--- config.mk ---
export PLATFORM = sky130hd
export DESIGN_NAME = encoder_round_sequencer
export DESIGN_NICKNAME = d
export VERILOG_FILES = /design/src/rtl/encoder_pkg.sv /design/src/rtl/encoder_mod_counter.sv /design/src/rtl/encoder_round_sequencer.sv
export SDC_FILE = /design/constraint.sdc
export NUM_CORES = 1
export LEC_CHECK = 0
export ABC_AREA = 1
export CAP_MARGIN = 10
export CORE_UTILIZATION = 48
export CTS_BUF_LIST = sky130_fd_sc_hd__clkbuf_8
export DETAILED_ROUTE_END_ITERATION = 10
export PLACE_DENSITY = 0.87
export SETUP_SLACK_MARGIN = 0.1
export SYNTH_ARGS = -nofsm -noshare
export SYNTH_HDL_FRONTEND = slang
export SYNTH_SLANG_ARGS = --single-unit
--- constraint.sdc ---
create_clock -name clk -period 1.5 [get_ports clk]
set_clock_uncertainty 0.05 [all_clocks]
set_input_delay 0.15 -clock clk [delete_from_list [all_inputs] [get_ports clk]]
set_output_delay 0.15 -clock clk [all_outputs]
set_load 0.01 [all_outputs]
--- src/rtl/encoder_pkg.sv ---
// ---------------------------------------------------------------------------
// encoder_pkg
// Shared types and constants for the matrix-encoder round sequencer.
//   state_e  : top-level sequencer states
//   step_e   : the five step phases that make up one round
//   LINES_C  : number of 25-bit state lines moved in LOAD and WRITE
//   ROUNDS_C : number of rounds per encode
// ---------------------------------------------------------------------------
package encoder_pkg;

    localparam int LINES_C  = 64;
    localparam int ROUNDS_C = 24;

    typedef enum logic [2:0] {
        IDLE,
        LOAD,
        STEP,
        WRITE,
        DONE
    } state_e;

    // Encoding order matters: the step counter walks these values upward.
    typedef enum logic [2:0] {
        COLPARITY,
        ROTATE,
        PERMUTE,
        REVALUTE,
        ADDRC
    } step_e;

endpackage

--- src/rtl/encoder_mod_counter.sv ---
// ---------------------------------------------------------------------------
// encoder_mod_counter
// Modulo-N up counter used for both the line counter and the round counter.
//   clk   : rising-edge clock
//   rst_n : asynchronous active-low reset, clears the count
//   en    : advance by one, wrapping from N-1 back to 0
//   clr   : synchronous clear, takes priority over en
//   count : current count value
//   co    : terminal count, high while count == N-1
// ---------------------------------------------------------------------------
module encoder_mod_counter #(
    parameter int N = 64,
    parameter int W = 7
) (
    input  logic         clk,
    input  logic         rst_n,
    input  logic         en,
    input  logic         clr,
    output logic [W-1:0] count,
    output logic         co
);

    localparam logic [W-1:0] LAST = W'(N - 1);

    logic [W-1:0] count_q;
    logic [W-1:0] count_d;

    always_comb begin
        count_d = count_q;
        if (clr) begin
            count_d = '0;
        end else if (en) begin
            count_d = (count_q == LAST) ? '0 : count_q + W'(1);
        end
    end

    always_ff @(posedge clk or negedge rst_n) begin
        if (!rst_n) begin
            count_q <= '0;
        end else begin
            count_q <= count_d;
        end
    end

    assign count = count_q;
    assign co    = (count_q == LAST);

endmodule

--- src/rtl/encoder_round_sequencer.sv ---
// ---------------------------------------------------------------------------
// encoder_round_sequencer
// Top-level sequencer for the matrix-encoder datapath. One start runs a full
// encode: LOAD streams LINES lines in, STEP runs ROUNDS rounds of five
// acknowledged step phases, WRITE streams the state back out, DONE pulses.
//   clk          : rising-edge clock
//   rst          : asynchronous active-low reset
//   start        : begin an encode (only honoured in IDLE)
//   abort        : synchronous cancel back to IDLE
//   step_ack     : datapath finished the current step phase
//   busy         : encode in progress (LOAD, STEP, WRITE)
//   done         : one-cycle completion pulse
//   mem_addr     : line address during LOAD and WRITE
//   load_en      : latch line_in at mem_addr into the state
//   wr_en        : write state line at mem_addr to memory
//   *_en (x5)    : one-hot step phase enables
//   round_idx    : current round for round-constant selection
// All outputs are decoded from registered state only.
// ---------------------------------------------------------------------------
module encoder_round_sequencer
    import encoder_pkg::*;
#(
    parameter int LINES  = LINES_C,
    parameter int ROUNDS = ROUNDS_C,
    parameter int ADDR_W = 7,
    parameter int RND_W  = 5
) (
    input  logic              clk,
    input  logic              rst,
    input  logic              start,
    input  logic              abort,
    input  logic              step_ack,
    output logic              busy,
    output logic              done,
    output logic [ADDR_W-1:0] mem_addr,
    output logic              load_en,
    output logic              wr_en,
    output logic              colParity_en,
    output logic              rotate_en,
    output logic              permute_en,
    output logic              revalute_en,
    output logic              addRC_en,
    output logic [RND_W-1:0]  round_idx
);

    state_e state_q, state_d;
    step_e  step_q, step_d;

    logic [ADDR_W-1:0] line_cnt;
    logic              line_co;
    logic              line_en;
    logic              line_clr;
    logic [RND_W-1:0]  round_cnt;
    logic              round_co;
    logic              round_en;
    logic              round_clr;

    encoder_mod_counter #(.N(LINES), .W(ADDR_W)) u_line_cnt (
        .clk   (clk),
        .rst_n (rst),
        .en    (line_en),
        .clr   (line_clr),
        .count (line_cnt),
        .co    (line_co)
    );

    encoder_mod_counter #(.N(ROUNDS), .W(RND_W)) u_round_cnt (
        .clk   (clk),
        .rst_n (rst),
        .en    (round_en),
        .clr   (round_clr),
        .count (round_cnt),
        .co    (round_co)
    );

    // Next-state and counter control. Abort outranks everything outside
    // IDLE, so an ack in the same cycle never advances the round. The
    // round counter is not bumped after the last round, which leaves
    // round_idx at ROUNDS-1 through WRITE and DONE.
    always_comb begin
        state_d   = state_q;
        step_d    = step_q;
        line_en   = 1'b0;
        line_clr  = 1'b0;
        round_en  = 1'b0;
        round_clr = 1'b0;

        if (abort && state_q != IDLE) begin
            state_d   = IDLE;
            step_d    = COLPARITY;
            line_clr  = 1'b1;
            round_clr = 1'b1;
        end else begin
            case (state_q)
                IDLE: begin
                    if (start && !abort) begin
                        state_d   = LOAD;
                        step_d    = COLPARITY;
                        line_clr  = 1'b1;
                        round_clr = 1'b1;
                    end
                end
                LOAD: begin
                    line_en = 1'b1;
                    if (line_co) begin
                        state_d = STEP;
                        step_d  = COLPARITY;
                    end
                end
                STEP: begin
                    if (step_ack) begin
                        if (step_q == ADDRC) begin
                            step_d = COLPARITY;
                            if (round_co) begin
                                state_d  = WRITE;
                                line_clr = 1'b1;
                            end else begin
                                round_en = 1'b1;
                            end
                        end else begin
                            step_d = step_e'(step_q + 3'd1);
                        end
                    end
                end
                WRITE: begin
                    line_en = 1'b1;
                    if (line_co) begin
                        state_d = DONE;
                    end
                end
                DONE: begin
                    state_d = IDLE;
                end
                default: begin
                    state_d = IDLE;
                    step_d  = COLPARITY;
                end
            endcase
        end
    end

    always_ff @(posedge clk or negedge rst) begin
        if (!rst) begin
            state_q <= IDLE;
            step_q  <= COLPARITY;
        end else begin
            state_q <= state_d;
            step_q  <= step_d;
        end
    end

    assign busy         = (state_q == LOAD) || (state_q == STEP) || (state_q == WRITE);
    assign done         = (state_q == DONE);
    assign load_en      = (state_q == LOAD);
    assign wr_en        = (state_q == WRITE);
    assign mem_addr     = (load_en || wr_en) ? line_cnt : '0;
    assign colParity_en = (state_q == STEP) && (step_q == COLPARITY);
    assign rotate_en    = (state_q == STEP) && (step_q == ROTATE);
    assign permute_en   = (state_q == STEP) && (step_q == PERMUTE);
    assign revalute_en  = (state_q == STEP) && (step_q == REVALUTE);
    assign addRC_en     = (state_q == STEP) && (step_q == ADDRC);
    // The round counter keeps its last value after DONE; IDLE shows zero.
    assign round_idx    = (state_q == IDLE) ? '0 : round_cnt;

endmodule

==> run summary, run 1 <==
IO Pins = 26
Syn nets = 200
Worst-path end type = register input
Post-synth top flop = dfrtp_1
Synth top area cells = dfrtp_1, nand2_1, nor2_1, inv_1, ha_1
Num CTS Buffers = 3
Mean post-synth cell area = 7.18 sq um
Synth area leader = dfrtp_1
#FFs+latches synth = 18
Yosys cell types = 29
Outcome = did not finish
Top-count cell post-synth = nand2_1
GRT worst endpoint = u_round_cnt.count[1]$_DFFE_PN0P_/D
Largest net degree at the start of global routing = 19
Commonest cells post-synth = nand2_1, nor2_1, inv_1
Cell area after synthesis = 1350 sq um
Root buf cell = clkbuf_8
Async SR Flop Fraction = 1.00
Starting density of the core = 0.526
CTS Sinks = 18
GPL Wtd Cong = 0.934
Input/output buffers = 25
Row cnt = 18
Sequential area share after synthesis = 0.334
H-Tree Depth = 1
Failed at = 5_1_grt
Die H = 55.0 um
Number of enable flip-flop cells after synthesis = 0
Tool error = [ERROR DPL-0038] Utilization greater than 100%, impossible to legalize
Synth warnings = 0
Synth top area share = 0.334
Die extent in x = 55.0 um
CTS max path bufs = 2
Cell count after synthesis = 188
Hpwl dp = 2.70 mm
Dpl cells = 277
cells by family after synthesis:
| logic type | synth area share |
|---|---|
| AO/OA/AOI/OAI | 0.0880 |
| XOR/XNOR | 0.0260 |
| adder cells (fa/ha/maj) | 0.0649 |
| buffers and inverters | 0.0973 |
| flip-flops | 0.334 |
| AND/OR/NAND/NOR | 0.390 |
what timing repair did:
action	CTS
endpoints found under the setup margin	39
hold endpoints to repair	0
buffers inserted	15
pin swaps	31
resized for setup	140
gates cloned	1
hold buffers	0
per-stage QoR:
stage | setup slack, ns | instance area, sq um
3_5_place_dp | -0.174 | 1890
3_3_place_gp | -0.0764 | 1890
2_1_floorplan | 0.100 | 1350
4_1_cts | -0.113 | 2200
==> run 2: changes to the inputs <==
--- a/config.mk
+++ b/config.mk
@@ -7,11 +7,10 @@
 export LEC_CHECK = 0
 export ABC_AREA = 1
 export CAP_MARGIN = 10
-export CORE_UTILIZATION = 48
-export CTS_BUF_LIST = sky130_fd_sc_hd__clkbuf_8
+export CORE_AREA = 2 2 63 65
 export DETAILED_ROUTE_END_ITERATION = 10
-export PLACE_DENSITY = 0.87
-export SETUP_SLACK_MARGIN = 0.1
+export DIE_AREA = 0 0 65 67
+export PLACE_DENSITY_LB_ADDON = 0.15
 export SYNTH_ARGS = -nofsm -noshare
 export SYNTH_HDL_FRONTEND = slang
 export SYNTH_SLANG_ARGS = --single-unit
==> constraint.sdc (replaced) <==
create_clock -name clk -period 1.95 [get_ports clk]
set_clock_uncertainty 0.05 [all_clocks]
set_input_delay 0.195 -clock clk [delete_from_list [all_inputs] [get_ports clk]]
set_output_delay 0.195 -clock clk [all_outputs]
set_load 0.01 [all_outputs]
==> run 2 against run 1 <==
Effect of this change:
- the run now ends clean
- area after synthesis stayed put
- synthesized cell count stayed put
==> run summary, run 2 <==
Syn nets = 200
Worst path max stage delay = 0.54 ns
GRT Residual Overflow = 0
Design area = 1770 sq um
CTS tree = yes
Initial antenna violation count = 0
Via-to-Cell Ratio = 4.70
Nets = 233
# diodes = 0
#FFs+latches synth = 18
Post-route core utilization = 0.491
Pins over their slew limit = 0
Cell count after synthesis = 188
Post-synth top flop = dfrtp_1
Synth warnings = 0
Residual DRC count = 0
Clk_lat worst skew = 0.26 ns
GPL Wtd Cong = 0.856
Wire per inst = 11.3 um
Commonest cells post-synth = nand2_1, nor2_1, inv_1
Max cap viols = 0
Die ar. = 4360 sq um
Drt pass-1 iters = 4
Number of global-route vias before repair = 1294
Setup violators final = 0
Final hold violation count = 0
Reg2Reg Depth = 7
R2R Setup Slk = 0.32 ns
Clock transition at the registers of the reported paths = 0.08 ns
Share of cells above drive strength 1 = 0.177
Top-count cell post-synth = nand2_1
Root buf cell = clkbuf_8
Unrepaired setup endpoints after global routing = false
Starting density of the core = 0.374
H-Tree Depth = 1
Tcrit/Tclk final = 0.960
Sequential area share after synthesis = 0.334
IO Pins = 26
Number of enable flip-flop cells after synthesis = 0
Drt total wl = 3.02 mm
Least-Margin Pin Slew = 0.304 ns
Design Power = 1.80 mW
Critical path arrival = 1.63 ns
Worst vdd ir = 0.000559 V
Input/output buffers = 25
Tmin final = 1.87 ns
Via count = 1260
P per Cell Area = 1020 nW/um^2
Hold Crit Class = input port to asynchronous set/reset pin
Hold slack final = 0.207 ns
Worst Setup End Kind = output pin
Relative slew margins = 0.797
Area Growth Syn to Fin = 31.0%
Synth area leader = dfrtp_1
Synth top area cells = dfrtp_1, nand2_1, nor2_1, inv_1, ha_1
Slowest CP cell = clkdlybuf4s50_1
Die extent in x = 65 um
Async SR Flop Fraction = 1.00
CP Cell Sequence = nor2_4, nand2_4, nor2_1, clkdlybuf4s50_1
Commonest non-fill, non-tap cell in the layout = nand2_1
Drt initial violations = 68
F_max = 534 MHz
Mean post-synth cell area = 7.18 sq um
Max FFs per register = 7
Worst-path fanout max = 9
Outcome = finished, final reports clean
CTS max path bufs = 2
Cell area after synthesis = 1350 sq um
First-pass GRT wire length = 5.54 mm
WP data required = 1.70 ns
Row cnt = 22
Num CTS Buffers = 3
Synth top area share = 0.334
Crit Path Class = flop to output pin
CTS Sinks = 18
Gr usage total = 0.165
Core area = 3610 sq um
R2R Path Start = state_q[0]
Largest net degree at the start of global routing = 19
Die H = 67 um
FF-to-FF End = u_round_cnt.count[3]
Setup TNS = 0 ns
Commonest cells after routing, fill and taps aside = nand2_1, nor2_1, inv_1
Hpwl dp = 2.36 mm
Yosys cell types = 29
Startpoint types = flop
Placed Area = 1670 sq um
Leak pwr = 0.901 nW
Antenna-violating nets left = 0
[run 2: per-stage QoR]
step | worst slack (ns) | cells
after detailed placement | 0.225 | 262
final | 0.0778 | 268
after floorplan | 0.504 | 188
after CTS | 0.000235 | 268
after global placement | 0.265 | 262
after global routing | 0.0118 | 268
[run 2: where the power goes]
part | switching (mW) | internal (mW) | leakage, nW
sequential | 0.0803 | 0.434 | 0.244
combinational | 0.597 | 0.367 | 0.628
clock | 0.144 | 0.180 | 0.0288
[run 2: worst max-delay path: cells and delay by family, from the launching register on]
kind	cells	cell delay (ns)
buffers and inverters	1	0.54
DFF	1	0.46
and+or+nand+nor	3	0.36
[run 2: logic make-up (layout without fill, tap and decap cells)]
group / count (synthesis) / count (layout) / synth area share
xor gates and xnor gates: 4 / 4 / 0.0260
buffers and inverters: 33 / 65 / 0.0973
DFF: 18 / 18 / 0.334
AOI/OAI and AO/OA: 18 / 18 / 0.0880
adders and majority gates: 7 / 7 / 0.0649
and+or+nand+nor: 108 / 108 / 0.390
[run 2: how the worst max path moves through the flow]
stage,start,end
3_3_place_gp,state_q[2],mem_addr[0]
6_report,state_q[0],permute_en
2_1_floorplan,step_q[0],u_line_cnt.count[2]
3_5_place_dp,state_q[2],mem_addr[0]
4_1_cts,state_q[0],round_idx[0]
5_1_grt,state_q[2],mem_addr[5]
[run 2: routing by layer]
layer / track usage / share of wire
met1: 0.215 / 0.50
met2: 0.277 / 0.44
met3: 0.0253 / 0.047
met5: 0 / 0
met4: 0.0559 / 0.014
[run 2: timing repair]
action / CTS / global route
endpoints found under the hold margin: 0 / 0
buffers inserted: 2 / 0
gates resized for setup: 4 / 10
hold buffers: 0 / 0
cloned: 0 / 0
setup endpoints to repair: 5 / 14
pin swaps: 0 / 1
[run 2: cell type report]
class | count | area (sq um)
fillers | 370 | 1840
multi-input cells | 137 | 781
flip-flops and latches | 18 | 453
repair buffers | 30 | 302
inverters | 31 | 119
well taps | 48 | 60.1
clock buffers | 4 | 55.1
No activity file was read; power rests on OpenSTA's default activity.
==> run 3: changes to the inputs <==
--- a/config.mk
+++ b/config.mk
@@ -11,6 +11,7 @@
 export DETAILED_ROUTE_END_ITERATION = 10
 export DIE_AREA = 0 0 65 67
 export PLACE_DENSITY_LB_ADDON = 0.15
+export SLEW_MARGIN = 20
 export SYNTH_ARGS = -nofsm -noshare
 export SYNTH_HDL_FRONTEND = slang
 export SYNTH_SLANG_ARGS = --single-unit
==> results of run 3 <==
Final layout, timing and power as in run 2 (identical DEF).
